==> src/rtl/parity_step_counter.sv <==
// Even/odd stepping counter with load, wrap pulse and saturating wrap count.
// Define PSC_DOWN_EN to add the dir port and the down-count path.
module parity_step_counter #(
    parameter int WIDTH  = 3,
    parameter int WRAP_W = 8
) (
    input  logic              clk,
    input  logic              rst,
    input  logic              en,
    input  logic              oe,
    input  logic              load,
    input  logic [WIDTH-1:0]  load_val,
`ifdef PSC_DOWN_EN
    input  logic              dir,
`endif
    output logic [WIDTH-1:0]  out,
    output logic              wrap,
    output logic              par_ok,
    output logic [WRAP_W-1:0] wrap_cnt
);

    localparam logic [WRAP_W-1:0] WRAP_MAX = '1;

    logic             aligned;
    logic [WIDTH:0]   step;
    logic [WIDTH:0]   sum;
    logic [WIDTH-1:0] out_nxt;
    logic             wrap_nxt;

    assign aligned = (out[0] == oe);
    assign par_ok  = aligned;

    // Aligned values jump by 2 to the next same-parity value, else by 1.
    assign step = {{(WIDTH-1){1'b0}}, aligned, ~aligned};
    assign sum  = {1'b0, out} + step;

`ifdef PSC_DOWN_EN
    logic [WIDTH:0] diff;

    // MSB of the extended difference is the borrow.
    assign diff = {1'b0, out} - step;

    always_comb begin
        out_nxt  = sum[WIDTH-1:0];
        wrap_nxt = sum[WIDTH];
        if (dir) begin
            out_nxt  = diff[WIDTH-1:0];
            wrap_nxt = diff[WIDTH];
        end
    end
`else
    always_comb begin
        out_nxt  = sum[WIDTH-1:0];
        wrap_nxt = sum[WIDTH];
    end
`endif

    always_ff @(posedge clk) begin
        if (rst) begin
            out  <= '0;
            wrap <= 1'b0;
        end else if (load) begin
            out  <= load_val;
            wrap <= 1'b0;
        end else if (en) begin
            out  <= out_nxt;
            wrap <= wrap_nxt;
        end else begin
            wrap <= 1'b0;
        end
    end

    // Counts registered wrap pulses; sticks at all-ones.
    always_ff @(posedge clk) begin
        if (rst || load) begin
            wrap_cnt <= '0;
        end else if (wrap && (wrap_cnt != WRAP_MAX)) begin
            wrap_cnt <= wrap_cnt + 1'b1;
        end
    end

endmodule

==> config.mk <==
export PLATFORM = sky130hd
export DESIGN_NAME = parity_step_counter
export DESIGN_NICKNAME = d
export VERILOG_FILES = /design/src/rtl/parity_step_counter.sv
export SDC_FILE = /design/constraint.sdc
export NUM_CORES = 1
export LEC_CHECK = 0
export ABC_CLOCK_PERIOD_IN_PS = 1850
export BUFFER_PORTS_ARGS = -buffer_cell sky130_fd_sc_hd__buf_2
export CAP_MARGIN = 10
export CORE_MARGIN = 4
export CORE_UTILIZATION = 48
export CTS_CLUSTER_DIAMETER = 30
export DETAILED_ROUTE_END_ITERATION = 16
export PLACE_DENSITY = 0.8
export SETUP_SLACK_MARGIN = 0.15
export SYNTH_ARGS = -nofsm -noshare
export SYNTH_HDL_FRONTEND = slang
export SYNTH_SLANG_ARGS = --single-unit
==> constraint.sdc <==
create_clock -name clk -period 1.85 [get_ports clk]
set_clock_uncertainty 0.15 [all_clocks]
set_input_delay 0.2775 -clock clk [delete_from_list [all_inputs] [get_ports clk]]
set_output_delay 0.2775 -clock clk [all_outputs]
set_load 0.02 [all_outputs]
==> results.cfg <==
[route]
vias = 587
wl_um = 1390
drtIter0Drc = 14
drtPass1Iterations = 4
drtAntennaViolNets = 0
wl_per_cell_um = 12.9
via_per_inst = 5.44
drc = 0

[floorplan]
start_util_pct = 50.7
rows = 13
num_io_pins = 21
die_area_um2 = 2030
core_um2 = 1300
fp.dieH_um = 45.1
die_w_um = 45.1

[cts]
clock_latency_ns = 0.27
cts_tree = done
clk_pin_slew_ns = 0.08
ctsRootBufferMaster = clkbuf_4
cts_buffer_depth = 2
numCtsBuffers = 3
htree_levels = 1
cts_sinks = 12

[pwr]
sw_frac_of_total_pct = 24.4
internal_power_w = 0.000429
comb_power_share_pct = 16.3
p_leak_nw = 0.356
power_frac_seq_pct = 47.9
p_switching_w = 0.000138
p_clk_share_pct = 35.8
ir_drop_mv = 0.389
power.density_nw_per_um2 = 669
power_w = 0.000567

[synthesis]
synth_area_leader_cell = dfxtp_1
async_flop_share_pct = 0
synth_top_area_share_pct = 36.4
syn-cell-area_um2 = 659
netlist_instances = 69
synth-edff-count = 0
synth_seq_cells = 12
synth_common_cells = dfxtp_1 (12), nand2_1 (9), a211oi_1 (6), nor3_1 (5)
synth.most_common_cell = dfxtp_1
ys_seq_area_share_pct = 36.4
avgSynthCellArea_um2 = 9.56
synth_nets = 81
yosysUniqueCellTypes = 27
yosysWarnings = 0
synth.area.top_cells = dfxtp_1 (36%), a211oi_1 (6.8%), ha_1 (5.7%), nand2_1 (5.1%), mux2i_1 (4.6%)
synth_flop_cell = dfxtp_1

[sta]
worst_slew_pin_slew_ns = 0.285
max_freq_mhz = 593
tns_ns = 0
max-slew-margin-rel_pct = 80.7
finalMaxSlewViolations = 0
timing.final.ws_setup_ns = 0.164
setup_viol = 0
rsz0062_at_grt = yes
whs_ns = 0.0839
finalCriticalPeriod_ns = 1.69
period_share_pct = 91.1
finalHoldViolCount = 0

[grt]
grt_pass1_vias = 547
gr-total-overflow = 0
track_usage_pct = 15.9
grt_max_degree = 8
grt_pass1_wl_um = 2360
antenna_found_initial = 0

[finish]
fillers = 116
multiInputGateArea_um2 = 423
final_area_um2 = 847
drive_gt1_share_pct = 41.9
antenna_cells = 0
syn_to_final_growth_pct = 28.5
fin_nets = 106
seq_area_um2 = 246

[worst_setup_path]
cp-end-kind = register
path_class = register to register
crit_path_max_fanout = 3
arrival_ns = 1.71
critPathRequiredTime_ns = 1.87
cp-start-kind = register
r2r_cells = 5

[placed_design]
place_area_um2 = 795
place.gp.congestion = 0.800
place_ws_ns = 0.102
port_buffers = 20
dp_hpwl_um = 1090

[run_status]
run_status = completed

[worst_hold_path]
hold_path_depth = 2
hold_class = input pin to register

[job]
drv_cap = 0
==> cells by family after synthesis <==
| family | after synthesis | synth area share (%) |
|---|---|---|
| muxes | 4 | 6.26 |
| buffers and inverters | 5 | 2.85 |
| and+or+nand+nor | 28 | 24.5 |
| xor gates and xnor gates | 2 | 2.66 |
| adders and majority gates | 4 | 8.73 |
| AOI/OAI and AO/OA | 14 | 18.6 |
| DFF | 12 | 36.4 |
==> per-stage QoR <==
step	utilization (%)	std cells
4_1_cts	63.8	107
2_1_floorplan	-	69
5_1_grt	65.1	108
3_5_place_dp	61.1	103
3_3_place_gp	61.1	103
6_report	65.1	108
==> power groups by stage <==
stage               Combinational, W  Clock (W)  Sequential, W
floorplan                  0.0000520          0       0.000285
global placement           0.0000814          0       0.000278
detailed placement         0.0000858          0       0.000278
CTS                        0.0000860   0.000209       0.000272
global route                0.000104   0.000221       0.000273
finish                     0.0000923   0.000203       0.000272
==> flip-flops by register name (all words and copies together) (netlist names) <==
signal	count
wrap	1
wrap_cnt	8
out	3
==> layout make-up <==
type	count	area share, %
repair buffers	21	12.7
clock buffers	4	4.28
well taps	15	2.22
inverters	4	1.77
multi-input cells	52	49.9
flip-flops and latches	12	29.1
==> metal layers <==
metal	global-route usage [%]	part of all wire [%]	wire, um
met5	0	0	0
met4	3.51	0	0
met3	7.57	7.9	109
met1	20.0	43	596
met2	24.9	49	683
==> worst max-delay path: stages, from the launching register on <==
cell     delay (ns)
dfxtp_4        0.36
ha_4           0.28
fa_1           0.41
mux2_4         0.27
nand2_2        0.06
a21oi_2        0.05
==> worst paths after layout <==
check | from | end | slack [ns]
worst max-delay path | out[0] | out[1] | 0.16
worst min-delay path | rst | out[1] | 0.08
worst max register to register | out[0] | out[1] | 0.16
worst min register to register | out[2] | wrap | 0.32
==> placed cells by master (no fill, tap or decap), types with 2 or more instances in the layout <==
cell type and n:
mux2i_1 3, a211oi_1 6, a21oi_1 3, inv_1 4
nand2_1 8, nor3_1 5, buf_2 20, or3_1 2
clkbuf_4 3, ha_1 2, nand4_1 2, dfxtp_2 2
nor2_1 3, dfxtp_1 9
==> repair_timing <==
action	4_1_cts	5_1_grt
setup endpoints to repair	0	3
gates resized for setup	0	4
buffers inserted	0	1
hold buffers	0	0
No activity file was read; power rests on OpenSTA's default activity.
